$ cat config.mk
export PLATFORM = sky130hd
export DESIGN_NAME = msk_sb_pipe_ctrl_flat
export DESIGN_NICKNAME = d
export VERILOG_FILES = /design/src/rtl/msk_sb_pipe_ctrl_pkg.sv /design/src/rtl/msk_sb_pipe_ctrl_if.sv /design/src/rtl/msk_sb_pipe_ctrl_stage_slot.sv /design/src/rtl/msk_sb_pipe_ctrl.sv /design/src/flat_wrapper.sv
export SDC_FILE = /design/constraint.sdc
export NUM_CORES = 1
export LEC_CHECK = 0
export BUFFER_PORTS_ARGS = -buffer_cell sky130_fd_sc_hd__clkbuf_2
export CAP_MARGIN = 20
export CORE_AREA = 3 3 40 42
export CTS_CLUSTER_DIAMETER = 60
export CTS_CLUSTER_SIZE = 16
export DETAILED_ROUTE_END_ITERATION = 10
export DIE_AREA = 0 0 43 45
export GPL_ROUTABILITY_DRIVEN = 0
export HOLD_SLACK_MARGIN = 0.05
export SLEW_MARGIN = 20
export SYNTH_ARGS = -nofsm -noshare
export SYNTH_HDL_FRONTEND = slang
export SYNTH_SLANG_ARGS = --single-unit
$ cat constraint.sdc
create_clock -name clk -period 1.7 [get_ports clk]
set_input_delay 0.34 -clock clk [delete_from_list [all_inputs] [get_ports clk]]
set_output_delay 0.34 -clock clk [all_outputs]
set_load 0.02 [all_outputs]
$ cat src/rtl/msk_sb_pipe_ctrl_pkg.sv
// Shared constants for the masked S-box pipeline controller.
// Optional feature macro: MSK_SB_RND_STALL_EN (randomness-valid stalls).
package msk_ctrl_pkg;

   // Upper bound on pipeline depth supported by the controller.
   localparam int MAX_STAGES = 8;

   // Default depth of the S-box share-register pipeline.
   localparam int DEF_STAGES = 3;

   // Default randomness map: stages 0 and 1 hold masked multiplications.
   localparam logic [MAX_STAGES-1:0] DEF_RND_MASK = 8'b0000_0011;

endpackage

$ cat src/rtl/msk_sb_pipe_ctrl_if.sv
// Handshake bundle between the pipeline controller and its environment.
// master = environment (sequencer, PRNG, sink), slave = controller.
interface msk_sb_pipe_ctrl_if
   import msk_ctrl_pkg::*;
#(
   parameter int STAGES = DEF_STAGES
);

   logic              flush;
   logic              in_valid;
   logic              in_ready;
   logic              rnd_valid;
   logic              rnd_ready;
   logic [STAGES-1:0] en;
   logic              out_valid;
   logic              out_ready;
   logic              busy;

   modport master (
      output flush,
      output in_valid,
      output rnd_valid,
      output out_ready,
      input  in_ready,
      input  rnd_ready,
      input  en,
      input  out_valid,
      input  busy
   );

   modport slave (
      input  flush,
      input  in_valid,
      input  rnd_valid,
      input  out_ready,
      output in_ready,
      output rnd_ready,
      output en,
      output out_valid,
      output busy
   );

endinterface

$ cat src/rtl/msk_sb_pipe_ctrl_stage_slot.sv
// One pipeline stage of the controller: occupancy bit plus the
// capture/free decision for its share register.
module msk_stage_slot
   import msk_ctrl_pkg::*;
(
   input  logic clk,
   input  logic rst,
   input  logic flush,
   input  logic src,    // upstream holds a valid sharing
   input  logic rok,    // randomness available (or not needed) for this stage
   input  logic leave,  // current occupant moves on this cycle
   output logic occ,
   output logic free,
   output logic cap
);

   logic kill;

   assign kill = rst | flush;

   // A stage can accept when empty or when its occupant departs this cycle.
   assign free = ~occ | leave;

   // Capture only when real data arrives; bubbles never re-clock the register.
   assign cap  = src & free & rok & ~kill;

   // Occupancy: set on capture, cleared when the occupant leaves; reset/flush empty it.
   always_ff @(posedge clk) begin
      if (rst || flush) begin
         occ <= 1'b0;
      end else begin
         occ <= cap | (occ & ~leave);
      end
   end

endmodule

$ cat src/rtl/msk_sb_pipe_ctrl.sv
// Elastic control for the masked S-box share-register pipeline.
// Tracks stage occupancy, drives per-stage register enables and the
// in/out/PRNG handshakes. Never touches share data.
// Optional macro MSK_SB_RND_STALL_EN: when defined, masked stages wait for
// rnd_valid; when undefined, the PRNG is assumed to deliver every cycle.
module msk_sb_pipe_ctrl
   import msk_ctrl_pkg::*;
#(
   parameter int                STAGES   = DEF_STAGES,
   parameter logic [STAGES-1:0] RND_MASK = STAGES'(DEF_RND_MASK)
) (
   input  logic              clk,
   input  logic              rst,
   msk_sb_pipe_ctrl_if.slave bus
);

   logic              kill;
   logic              out_fire;
   logic [STAGES-1:0] occ;
   logic [STAGES-1:0] free;
   logic [STAGES-1:0] cap;
   logic [STAGES-1:0] rok;
   logic [STAGES-1:0] src;
   logic [STAGES-1:0] leave;
   logic              unused_free;

   assign kill     = rst | bus.flush;
   assign out_fire = occ[STAGES-1] & bus.out_ready;

`ifdef MSK_SB_RND_STALL_EN
   // Masked stages may only capture while a fresh randomness word is offered.
   assign rok = ~RND_MASK | {STAGES{bus.rnd_valid}};
`else
   // PRNG delivers every cycle, so randomness never gates a capture.
   logic unused_rnd_valid;
   assign rok              = '1;
   assign unused_rnd_valid = bus.rnd_valid;
`endif

   // Stage chain: data flows 0 -> STAGES-1, free flows back from the sink.
   for (genvar i = 0; i < STAGES; i++) begin : g_stage
      if (i == 0) begin : g_src_in
         assign src[i] = bus.in_valid;
      end else begin : g_src_prev
         assign src[i] = occ[i-1];
      end

      if (i == STAGES - 1) begin : g_leave_out
         assign leave[i] = out_fire;
      end else begin : g_leave_next
         assign leave[i] = cap[i+1];
      end

      msk_stage_slot u_slot (
         .clk   (clk),
         .rst   (rst),
         .flush (bus.flush),
         .src   (src[i]),
         .rok   (rok[i]),
         .leave (leave[i]),
         .occ   (occ[i]),
         .free  (free[i]),
         .cap   (cap[i])
      );
   end

   // Only free[0] is needed outside the slots; the rest is consumed internally.
   assign unused_free = ^free;

   assign bus.en        = cap;
   assign bus.in_ready  = free[0] & rok[0] & ~kill;
   // One word serves every masked capture in the cycle; the datapath slices it.
   assign bus.rnd_ready = |(cap & RND_MASK);
   assign bus.out_valid = occ[STAGES-1] & ~rst;
   assign bus.busy      = (|occ) & ~rst;

endmodule

$ cat src/flat_wrapper.sv
// flat-port wrapper written by rule: the top's interface ports become plain ports
module msk_sb_pipe_ctrl_flat import msk_ctrl_pkg::*;
#(
   parameter int                STAGES   = DEF_STAGES,
   parameter logic [STAGES-1:0] RND_MASK = STAGES'(DEF_RND_MASK)
)
  (clk, rst, bus_flush, bus_in_valid, bus_rnd_valid, bus_out_ready, bus_in_ready, bus_rnd_ready, bus_en, bus_out_valid, bus_busy);
  msk_sb_pipe_ctrl_if #(.STAGES(STAGES)) bus_i ();
  input  logic clk;
  input  logic rst;
  input wire logic [$bits(bus_i.flush)-1:0] bus_flush;
  input wire logic [$bits(bus_i.in_valid)-1:0] bus_in_valid;
  input wire logic [$bits(bus_i.rnd_valid)-1:0] bus_rnd_valid;
  input wire logic [$bits(bus_i.out_ready)-1:0] bus_out_ready;
  output wire logic [$bits(bus_i.in_ready)-1:0] bus_in_ready;
  output wire logic [$bits(bus_i.rnd_ready)-1:0] bus_rnd_ready;
  output wire logic [$bits(bus_i.en)-1:0] bus_en;
  output wire logic [$bits(bus_i.out_valid)-1:0] bus_out_valid;
  output wire logic [$bits(bus_i.busy)-1:0] bus_busy;
  assign bus_i.flush = bus_flush;
  assign bus_i.in_valid = bus_in_valid;
  assign bus_i.rnd_valid = bus_rnd_valid;
  assign bus_i.out_ready = bus_out_ready;
  assign bus_in_ready = bus_i.in_ready;
  assign bus_rnd_ready = bus_i.rnd_ready;
  assign bus_en = bus_i.en;
  assign bus_out_valid = bus_i.out_valid;
  assign bus_busy = bus_i.busy;
  msk_sb_pipe_ctrl #(.STAGES(STAGES), .RND_MASK(RND_MASK)) u_core (.clk(clk), .rst(rst), .bus(bus_i));
endmodule
==> out/qor.yml <==
timing:
  hold_viol: 0
  period_needed_ns: 1.55
  slew_headroom_pct: 78.9
  fmax_mhz: 646
  rsz0062_at_grt: "false"
  finClkSkew_ns: 0.00203
  final_max_slew_viol_count: 0
  setup_viol_count_final: 0
  period_share_pct: 91.1
  worst_pin_slew_ns: 0.316
  finalSetupTns_ns: 0
yosys:
  ys_seq_area_share_pct: 30.6
  synthesis.area_sq_um: 196
  syn_nets: 30
  synth_warnings: 0
  avgSynthCellArea_sq_um: 8.18
  netlist-cell-type-count: 15
  synth-seq-cells: 3
  synthCells: 24
clock_network:
  cts_root_buf: "clkbuf_4"
  clk_latency_ns: 0.24
  clk_path_buf_depth: 2
  postCtsHoldBufs: 0
  htreeDepth: 1
  clock-sinks: 3
  numCtsBuffers: 3
  cts_tree: "built"
  cts_setup_buffers: 0
  post_cts_resized: 0
  clk_pin_slew_worst_paths_ns: 0.04
floorplan:
  die_w_um: 43
  num_io_pins: 13
  core_region_area_sq_um: 1280
  rows: 13
  die_h_um: 45
  start_util_pct: 15.3
  die-area_sq_um: 1940
detailed_routing:
  vias: 208
  drt_iter0_drc: 1
  wl_per_cell_um: 8.65
  vias_per_cell: 4.08
  drc: 0
  drt.antenna.violating_nets: 0
  first_pass_iters: 2
  drt_wl_total_um: 441
pwr:
  seqPwrFrac_pct: 32.2
  leakage_nw: 0.129
  sw_frac_of_total_pct: 25.1
  p_sw_uw: 57.6
  peakVddDrop_uv: 175
  clockPowerShare_pct: 56.0
  power.density_nw_per_um2: 838
  p_comb_share_pct: 11.8
  finalPower_uw: 230
  intPower_uw: 172
setup_path:
  cp.required_ns: 1.36
  cpMaxStageDelayCell: "dfxtp_1"
  crit_path_max_incr_delay_ns: 0.33
  endpoint_kind: "primary output"
  worstPathCellList: "and4b_4 > nor4_1 > clkbuf_2"
  cp.arrival_ns: 1.21
  crit_fanout: 5
  cpLargestDelayFamily: "simple AND/OR/NAND/NOR gates"
  critPathKind: "reg2out"
  path_buf_inv: 1
  start_kind: "register"
grt:
  grt_pass1_vias: 203
  grt_max_degree: 7
  track_usage_pct: 5.82
  gr-total-overflow: 0
  grt_pass1_wl_um: 710
  antenna_found_initial: 0
cells_and_area:
  layout_common_cells: "clkbuf_2 (11), nor2_1 (3), clkbuf_4 (3), dfxtp_1 (3)"
  top_register: "u_core.g_stage.u_slot.occ"
  layout_commonest_cell: "clkbuf_2"
  antenna_cells: 0
  nets: 43
  layout-drive-gt1-share_pct: 44.4
  synthToLayoutAreaGrowth_pct: 39.5
  reg.largest.list: "u_core.g_stage.u_slot.occ x3"
  largest_reg_flops: 3
placed_design:
  port_buffers: 11
  dpl.hpwl_um: 346
flow_run:
  max_cap_viol_count: 0
outcome:
  status: "finished clean"
worst_hold_path:
  hp-class: "in2reg"
[worst register-to-register path: stages (launching register included)]
cell and delay (ns):
dfxtp_1 0.33, and4b_4 0.23, o21a_1 0.16
[logic make-up (layout without fill, tap and decap cells)]
family / Yosys count / count (layout) / synth area share (%)
and+or+nand+nor: 13 / 13 / 42.7
buffers and inverters: 5 / 17 / 15.3
AOI/OAI and AO/OA: 3 / 3 / 11.5
DFF: 3 / 3 / 30.6
[final cells by class]
class / count / area, sq um
fillers: 146 / 1010
multi-input cells: 16 / 106
flip-flops and latches: 3 / 60.1
repair buffers: 11 / 55.1
clock buffers: 4 / 26.3
well taps: 15 / 18.8
inverters: 2 / 7.51
[path summary, 6_finish.rpt]
| check | start | endpoint | slack, ns | cells past startpoint |
|---|---|---|---|---|
| max | u_core.g_stage[1].u_slot.occ$_SDFF_PN0_ | bus_rnd_ready | 0.15 | 3 |
| min | bus_in_valid | u_core.g_stage[0].u_slot.occ$_SDFF_PN0_ | 0.35 | 2 |
| max reg2reg | u_core.g_stage[1].u_slot.occ$_SDFF_PN0_ | u_core.g_stage[0].u_slot.occ$_SDFF_PN0_ | 0.87 | 2 |
| min reg2reg | u_core.g_stage[1].u_slot.occ$_SDFF_PN0_ | u_core.g_stage[2].u_slot.occ$_SDFF_PN0_ | 0.51 | 2 |
[stage by stage]
step                      setup WS, ns  utilization [%]  area (sq um)  hold WS [ns]  cells
after floorplan                  0.144                -           196         0.464     24
after global placement           0.230             19.3           248         0.492     47
after detailed placement         0.235             19.3           248         0.502     47
after CTS                        0.124             21.3           274         0.340     51
after global routing            0.0468             21.3           274         0.357     51
final                            0.151             21.3           274         0.347     51
[layer usage]
metal	up-vias	wire length, um	global-route usage [%]
met4	0	10	7.23
met5	-	0	0
met2	7	217	8.68
met1	93	173	4.08
li1	106	-	-
met3	2	39	4.78
[synth_stat cells (all sizes together)]
cell | n | area share [%]
nor4 | 1 | 3.2
and3b | 1 | 4.5
nor2 | 3 | 5.7
and4b | 1 | 7.0
and3 | 2 | 7.0
a21boi | 2 | 7.6
o21a | 1 | 3.8
dfxtp | 3 | 31
nand3b | 1 | 3.8
nor3 | 2 | 5.1
inv | 2 | 3.8
buf | 3 | 11
nand2b | 1 | 3.2
nor2b | 1 | 3.2
[power groups by stage]
stage	Sequential [mW]	Combinational [mW]	Clock [mW]
2_1_floorplan	0.0747	0.0168	0
3_3_place_gp	0.0751	0.0271	0
3_5_place_dp	0.0751	0.0274	0
4_1_cts	0.0740	0.0275	0.137
5_1_grt	0.0741	0.0302	0.142
6_report	0.0741	0.0271	0.129
Note: power is estimated with default switching activity, not from simulation.
